<file path="src/rtl/ad2s1210_pkg.sv">
// Shared types and constants for the AD2S1210 resolver scheduler.
// The optional watchdog is enabled with `define AD2S1210_WATCHDOG_EN.
package ad2s1210_pkg;

  localparam int unsigned PERIOD_W = 32;
  localparam int unsigned FDIV_W   = 8;

  localparam logic [PERIOD_W-1:0] MIN_PERIOD = PERIOD_W'(2);

  typedef enum logic [1:0] {
    GRANT_NONE  = 2'd0,
    GRANT_POS   = 2'd1,
    GRANT_FAULT = 2'd2,
    GRANT_CFG   = 2'd3
  } grant_t;

  typedef enum logic [1:0] {
    ST_IDLE  = 2'd0,
    ST_START = 2'd1,
    ST_RUN   = 2'd2
  } sched_state_t;

  typedef struct packed {
    logic pos;
    logic fault;
    logic cfg;
  } pend_t;

  // Periods below the minimum would make the tick condition unreachable.
  function automatic logic [PERIOD_W-1:0] clamp_period(input logic [PERIOD_W-1:0] p);
    return (p < MIN_PERIOD) ? MIN_PERIOD : p;
  endfunction

endpackage

</file>
<file path="src/rtl/ad2s1210_sample_timer.sv">
// Sample-period counter and fault-check divider for the AD2S1210 scheduler.
// Part of the scheduler built with optional `define AD2S1210_WATCHDOG_EN.
module ad2s1210_sample_timer
  import ad2s1210_pkg::*;
(
  input  logic                clock,
  input  logic                reset,
  input  logic                enable,
  input  logic [PERIOD_W-1:0] sample_period,
  input  logic [FDIV_W-1:0]   fault_divider,
  output logic                tick,
  output logic                fault_tick
);

  logic [PERIOD_W-1:0] count;
  logic [PERIOD_W-1:0] period_q;
  logic [FDIV_W-1:0]   div_cnt;

  // period_q is resampled only while count sits at 0, so a new period lands at the wrap
  assign tick = enable && (count != '0) && (count == period_q - PERIOD_W'(1));

  assign fault_tick = tick && (fault_divider != '0) &&
                      (div_cnt >= fault_divider - FDIV_W'(1));

  always_ff @(posedge clock or negedge reset) begin
    if (!reset) begin
      count    <= '0;
      period_q <= MIN_PERIOD;
    end else begin
      if (count == '0) begin
        period_q <= clamp_period(sample_period);
      end
      if (!enable || tick) begin
        count <= '0;
      end else begin
        count <= count + PERIOD_W'(1);
      end
    end
  end

  always_ff @(posedge clock or negedge reset) begin
    if (!reset) begin
      div_cnt <= '0;
    end else if (fault_divider == '0) begin
      div_cnt <= '0;
    end else if (fault_tick) begin
      div_cnt <= '0;
    end else if (tick) begin
      div_cnt <= div_cnt + FDIV_W'(1);
    end
  end

endmodule

</file>
<file path="src/rtl/ad2s1210_scheduler.sv">
// Request sequencer and single-owner arbiter for one AD2S1210 resolver interface.
// Define AD2S1210_WATCHDOG_EN to abort engines that stay granted for TIMEOUT clocks.
module ad2s1210_scheduler
  import ad2s1210_pkg::*;
#(
  parameter int unsigned TIMEOUT = 4096,
  parameter int unsigned OVR_W   = 16
) (
  input  logic                clock,
  input  logic                reset,
  input  logic                enable,
  input  logic [PERIOD_W-1:0] sample_period,
  input  logic [FDIV_W-1:0]   fault_divider,
  input  logic                cfg_req,
  output logic                cfg_ack,
  output logic                pos_start,
  input  logic                pos_done,
  output logic                fault_start,
  input  logic                fault_done,
  output logic                cfg_start,
  input  logic                cfg_done,
  output logic [1:0]          grant,
  output logic                busy,
  output logic [OVR_W-1:0]    overrun_count,
  output logic                timeout_error
);

  sched_state_t state, state_nxt;
  grant_t       grant_q, grant_nxt, pick_c;
  pend_t        pend, clr_c;

  logic tick, fault_tick;
  logic done_c, abort_c, cfg_busy_c;
  logic pos_start_nxt, fault_start_nxt, cfg_start_nxt, cfg_ack_nxt;

  ad2s1210_sample_timer u_timer (
    .clock         (clock),
    .reset         (reset),
    .enable        (enable),
    .sample_period (sample_period),
    .fault_divider (fault_divider),
    .tick          (tick),
    .fault_tick    (fault_tick)
  );

  // Fixed priority: position > fault > config
  always_comb begin
    pick_c = GRANT_NONE;
    if (pend.pos) begin
      pick_c = GRANT_POS;
    end else if (pend.fault) begin
      pick_c = GRANT_FAULT;
    end else if (pend.cfg) begin
      pick_c = GRANT_CFG;
    end
  end

  // Only the granted engine's done is honoured
  always_comb begin
    done_c = 1'b0;
    case (grant_q)
      GRANT_POS:   done_c = pos_done;
      GRANT_FAULT: done_c = fault_done;
      GRANT_CFG:   done_c = cfg_done;
      default:     done_c = 1'b0;
    endcase
  end

`ifdef AD2S1210_WATCHDOG_EN
  localparam int unsigned WD_W = $clog2(TIMEOUT + 1);

  logic [WD_W-1:0] wd_cnt;
  logic            timeout_q;

  assign abort_c = (state == ST_RUN) && !done_c && (wd_cnt == WD_W'(TIMEOUT - 1));

  always_ff @(posedge clock or negedge reset) begin
    if (!reset) begin
      wd_cnt    <= '0;
      timeout_q <= 1'b0;
    end else begin
      if (state == ST_START) begin
        wd_cnt <= '0;
      end else if (state == ST_RUN) begin
        wd_cnt <= wd_cnt + WD_W'(1);
      end
      if (abort_c) begin
        timeout_q <= 1'b1;
      end
    end
  end

  assign timeout_error = timeout_q;
`else
  assign abort_c       = 1'b0;
  assign timeout_error = 1'b0;
`endif

  always_ff @(posedge clock or negedge reset) begin
    if (!reset) begin
      state <= ST_IDLE;
    end else begin
      state <= state_nxt;
    end
  end

  always_comb begin
    state_nxt = state;
    case (state)
      ST_IDLE:  if (enable && (pick_c != GRANT_NONE)) state_nxt = ST_START;
      ST_START: state_nxt = ST_RUN;
      ST_RUN:   if (done_c || abort_c) state_nxt = ST_IDLE;
      default:  state_nxt = ST_IDLE;
    endcase
  end

  // Next values of the registered outputs; starts land in the START cycle
  always_comb begin
    grant_nxt       = grant_q;
    pos_start_nxt   = 1'b0;
    fault_start_nxt = 1'b0;
    cfg_start_nxt   = 1'b0;
    cfg_ack_nxt     = 1'b0;
    clr_c           = '0;
    case (state)
      ST_IDLE: begin
        grant_nxt = GRANT_NONE;
        if (enable) begin
          grant_nxt = pick_c;
          case (pick_c)
            GRANT_POS:   begin pos_start_nxt   = 1'b1; clr_c.pos   = 1'b1; end
            GRANT_FAULT: begin fault_start_nxt = 1'b1; clr_c.fault = 1'b1; end
            GRANT_CFG:   begin cfg_start_nxt   = 1'b1; clr_c.cfg   = 1'b1; end
            default:     ;
          endcase
        end
      end
      ST_RUN: begin
        if (done_c) begin
          grant_nxt   = GRANT_NONE;
          cfg_ack_nxt = (grant_q == GRANT_CFG);
        end else if (abort_c) begin
          grant_nxt = GRANT_NONE;
        end
      end
      default: ;
    endcase
  end

  always_ff @(posedge clock or negedge reset) begin
    if (!reset) begin
      grant_q     <= GRANT_NONE;
      busy        <= 1'b0;
      pos_start   <= 1'b0;
      fault_start <= 1'b0;
      cfg_start   <= 1'b0;
      cfg_ack     <= 1'b0;
    end else begin
      grant_q     <= grant_nxt;
      busy        <= (grant_nxt != GRANT_NONE);
      pos_start   <= pos_start_nxt;
      fault_start <= fault_start_nxt;
      cfg_start   <= cfg_start_nxt;
      cfg_ack     <= cfg_ack_nxt;
    end
  end

  assign grant = grant_q;

  // A config op is in flight from the cycle it is picked until its grant drops
  assign cfg_busy_c = (grant_q == GRANT_CFG) || clr_c.cfg;

  // Pending flags: set wins over clear
  always_ff @(posedge clock or negedge reset) begin
    if (!reset) begin
      pend          <= '0;
      overrun_count <= '0;
    end else begin
      pend.pos   <= tick | (pend.pos & ~clr_c.pos);
      pend.fault <= fault_tick | (pend.fault & ~clr_c.fault);
      pend.cfg   <= (cfg_req & ~cfg_busy_c) | (pend.cfg & ~clr_c.cfg);
      if (tick && pend.pos && (overrun_count != '1)) begin
        overrun_count <= overrun_count + OVR_W'(1);
      end
    end
  end

endmodule

</file>
<file path="config.mk">
export PLATFORM = sky130hd
export DESIGN_NAME = ad2s1210_scheduler
export DESIGN_NICKNAME = d
export VERILOG_FILES = /design/src/rtl/ad2s1210_pkg.sv /design/src/rtl/ad2s1210_sample_timer.sv /design/src/rtl/ad2s1210_scheduler.sv
export SDC_FILE = /design/constraint.sdc
export NUM_CORES = 1
export LEC_CHECK = 0
export CAP_MARGIN = 10
export CORE_MARGIN = 3
export CORE_UTILIZATION = 55
export DETAILED_ROUTE_END_ITERATION = 16
export DONT_BUFFER_PORTS = 1
export PLACE_DENSITY = 0.7
export SYNTH_ARGS = -nofsm -noshare
export SYNTH_HDL_FRONTEND = slang
export SYNTH_HIERARCHICAL = 1
export SYNTH_SLANG_ARGS = --single-unit
</file>
<file path="constraint.sdc">
create_clock -name clock -period 5.82 [get_ports clock]
set_clock_uncertainty 0.1 [all_clocks]
set_input_delay 1.455 -clock clock [delete_from_list [all_inputs] [get_ports clock]]
set_output_delay 1.455 -clock clock [all_outputs]
set_load 0.02 [all_outputs]
</file>
==> impl_metrics.csv <==
group,metric,value,unit
synthesis,netlist_instances,685,
clock_tree,cts-root-buf,"clkbuf_16",
drt,post-route-drc-count,0,
drt,wl_met1,6650,um
cells_and_area,final_cell_mix,"dfrtp_1 (99), nor2_1 (61), xnor2_1 (40)",
setup_path,cpMaxStageDelayCell,"or4_1",
cells_and_area,drive_gt1_share,11.8,%
clock_tree,postCtsSetupBuffers,0,
drt,drt-initial-drc-count,332,
setup_path,path_max_fanout,18,
drt,vias_per_cell,6.29,
setup_path,path_common_cell,"nand4_1",
power,total_leakage_power,0.00276,uW
run_status,status,"finished clean",
cells_and_area,regArea,2500,sq um
cells_and_area,final_common_cell,"dfrtp_1",
setup_path,crit_arrival,5070,ps
die,fp.dieArea,13000,sq um
clock_tree,clock_path_buffers,2,
setup_path,path_class,"reg2reg",
setup_path,end_kind,"register",
clock_tree,cts_sinks,100,
clock_tree,postCtsResizedCells,0,
timing,maxSlewHeadroom,62.0,%
clock_tree,clk_pin_slew,70,ps
clock_tree,clkLatencyLatePin,360,ps
clock_tree,hold_buffers,0,
timing,period_minus_slack,4930,ps
timing,max_slew.worst_pin.slew,566,ps
synthesis,synth_edf_count,0,
timing,rsz0062_at_grt,"no",
timing,fin_crit_sh,84.7,%
timing,maxSlewViolCount,0,
cells_and_area,fill_cells,922,
place,hpwl,11000,um
timing,final_hold_viol_count,0,
cells_and_area,antennaDiodeCount,0,
synthesis,avgSynthCellArea,9.38,sq um
drt,vias,5096,
die,die_w,114,um
drt,wirelength,15300,um
setup_path,cp_num_cells,14,
synthesis,synthesis.nets,746,
timing,clock.fmax,203,MHz
drt,ant_nets,0,
die,core,11100,sq um
global_route,grt_pass1_vias,5091,
die,initial_core_util,57.8,%
synthesis,syn_area,6430,sq um
worst_hold_path,worstHoldPathType,"reg2reg",
power,power_density,281,nW/um^2
die,rows,38,
setup_path,crit_chain,"inv_1 > ha_1 > nor3b_1 > nand4_1 > or4_1 > mux2_2 > o22ai_1 > nand4_2 > nand2b_1 > inv_1 > nand4_1 > nor3_2 > nand4_1 > mux2_2",
timing,setup_viol,0,
global_route,overflow,0,
synthesis,synth_cell_types,73,
cells_and_area,finalNetCount,726,
die,num_io_pins,71,
place,place.gp.congestion,0.906,
drt,wl_met2,7370,um
worst_hold_path,whs_path_depth,1,
place,dp.cells,794,
power,irDropWorstVdd,314,uV
drt,wl_per_cell,18.9,um
global_route,grt_pass1_wl,25600,um
setup_path,r2r_cells,14,
cells_and_area,stdcell_count,810,
drt,routed.top_layer,"met4",
global_route,grt_max_degree,101,
cells_and_area,multi_input_area,3690,sq um
global_route,antenna_found_initial,0,
clock_tree,cts_tree,"done",
setup_path,cpPeakStageDelay,530,ps
synthesis,seq_area_frac_synth,39.0,%
setup_path,cp_num_buf_inv,2,
drt,drt-pass1-iter-count,4,
place,port_buffers,0,
timing,setup-tns-final,0,ps
setup_path,required,5960,ps
die,die_h,114,um
synthesis,ys_ff_latch,100,
clock_tree,htree_levels,3,
synthesis,synth_warnings,6,
drt,wl_met3,1070,um
synthesis,yosys_most_used_dff,"dfrtp_1",
clock_tree,cts_buffers,9,
setup_path,startpoint_type,"register",
setup_path,critical_path.top_delay_family,"simple AND/OR/NAND/NOR gates",
job,cap_violations,0,
synthesis,ys_async_sr_fraction,100,%
global_route,grt_use_total,24.5,%
cells_and_area,syn_to_final_growth,6.02,%
-- stage by stage --
step | hold WS [ps] | util, % | setup WS, ps | area (sq um) | power (uW)
2_1_floorplan | 370 | - | 1690 | 6430 | 1170
3_3_place_gp | 402 | 58.3 | 1300 | 6480 | 1250
3_5_place_dp | 403 | 58.3 | 1020 | 6480 | 1260
4_1_cts | 429 | 61.2 | 982 | 6810 | 1930
5_1_grt | 450 | 61.2 | 535 | 6810 | 2010
6_report | 424 | 61.2 | 893 | 6810 | 1910
-- final timing paths --
kind | slack [ps] | to | startpoint
worst max-delay path | 890 | overrun_count[15]$_DFFE_PN0P_ | u_timer/period_q[0]$_DFFE_PN0P_
worst min-delay path | 420 | cfg_start$_DFF_PN0_ | pend[1]$_DFF_PN0_
worst max register to register | 890 | overrun_count[15]$_DFFE_PN0P_ | u_timer/period_q[0]$_DFFE_PN0P_
worst min register to register | 420 | cfg_start$_DFF_PN0_ | pend[1]$_DFF_PN0_
max in group asynchronous | 4690 | u_timer/period_q[1]$_DFFE_PN1P_ | reset
min in group asynchronous | 690 | u_timer/count[20]$_DFF_PN0_ | reset
-- worst register-to-register path, cell delays in order, from the launching register on --
cell and delay [ps]:
dfrtp_1 500, inv_1 130, ha_1 320, nor3b_1 510, nand4_1 330, or4_1 530
mux2_2 300, o22ai_1 200, nand4_2 390, nand2b_1 330, inv_1 130, nand4_1 190
nor3_2 420, nand4_1 160, mux2_2 290
-- state kept, by name, indices dropped and copies added (netlist names) --
name              count
pend                  3
pos_start             1
state                 2
fault_start           1
overrun_count        16
u_timer/div_cnt       8
u_timer/period_q     32
cfg_start             1
u_timer/count        32
cfg_ack               1
grant                 2
busy                  1
-- power by group --
group / switching, uW / total (uW) / internal, uW
clock network: 277 / 662 / 385
logic: 180 / 348 / 167
registers: 136 / 903 / 767
-- Yosys cell counts, types with 3 or more instances --
library cell	count	area share (%)
a211o_1	3	0.41
a211oi_1	5	0.58
nor3b_1	5	0.58
o21a_1	5	0.58
buf_2	11	0.86
or4_1	11	1.3
and2_1	5	0.49
nand2_1	35	2.0
nand3b_1	6	0.70
nor4b_1	5	0.68
dfrtp_1	99	39
o2111ai_1	3	0.41
mux2_2	33	5.8
a21oi_1	22	1.7
and4_1	7	0.95
nor4_1	26	2.5
nor3_1	25	1.9
a31oi_1	3	0.29
and3_1	17	1.7
clkbuf_1	20	1.2
xor2_1	38	5.2
nand3_1	28	2.2
xnor2_1	40	5.5
a2111oi_0	4	0.55
a21o_1	5	0.58
inv_1	19	1.1
nor4_2	4	0.78
ha_1	14	2.7
o22ai_1	4	0.39
nand4_1	21	2.0
nor2_1	62	3.6
or2_2	4	0.39
o211ai_1	10	1.2
mux2i_1	3	0.47
nand2b_1	14	1.4
o21ai_0	20	1.6
-- final cells by class --
type | instances | area share [%]
Clock inverter | 7 | 1.56
Clock buffer | 9 | 3.31
Multi-Input combinational cell | 530 | 54.2
Timing Repair Buffer | 5 | 0.551
Sequential cell | 100 | 36.7
Tap cell | 140 | 2.57
Inverter | 19 | 1.05
-- logic make-up (layout without fill, tap and decap cells) --
logic type,count (synthesis),count (layout),share of synthesized area [%]
buffers and inverters,55,40,3.74
other,1,1,0.0584
AND/OR/NAND/NOR,299,299,26.9
XOR/XNOR,78,78,10.6
multiplexers,36,36,6.25
adder cells (fa/ha/maj),14,14,2.73
flip-flops,100,100,39.0
AO/OA/AOI/OAI,102,102,10.7
-- per-layer routing --
metal | vias up | GRT usage [%]
met3 | 16 | 6.50
met5 | - | 0
met2 | 172 | 39.5
li1 | 2461 | -
met4 | 0 | 7.36
met1 | 2447 | 32.4
Power figures use the tool's default switching activity.
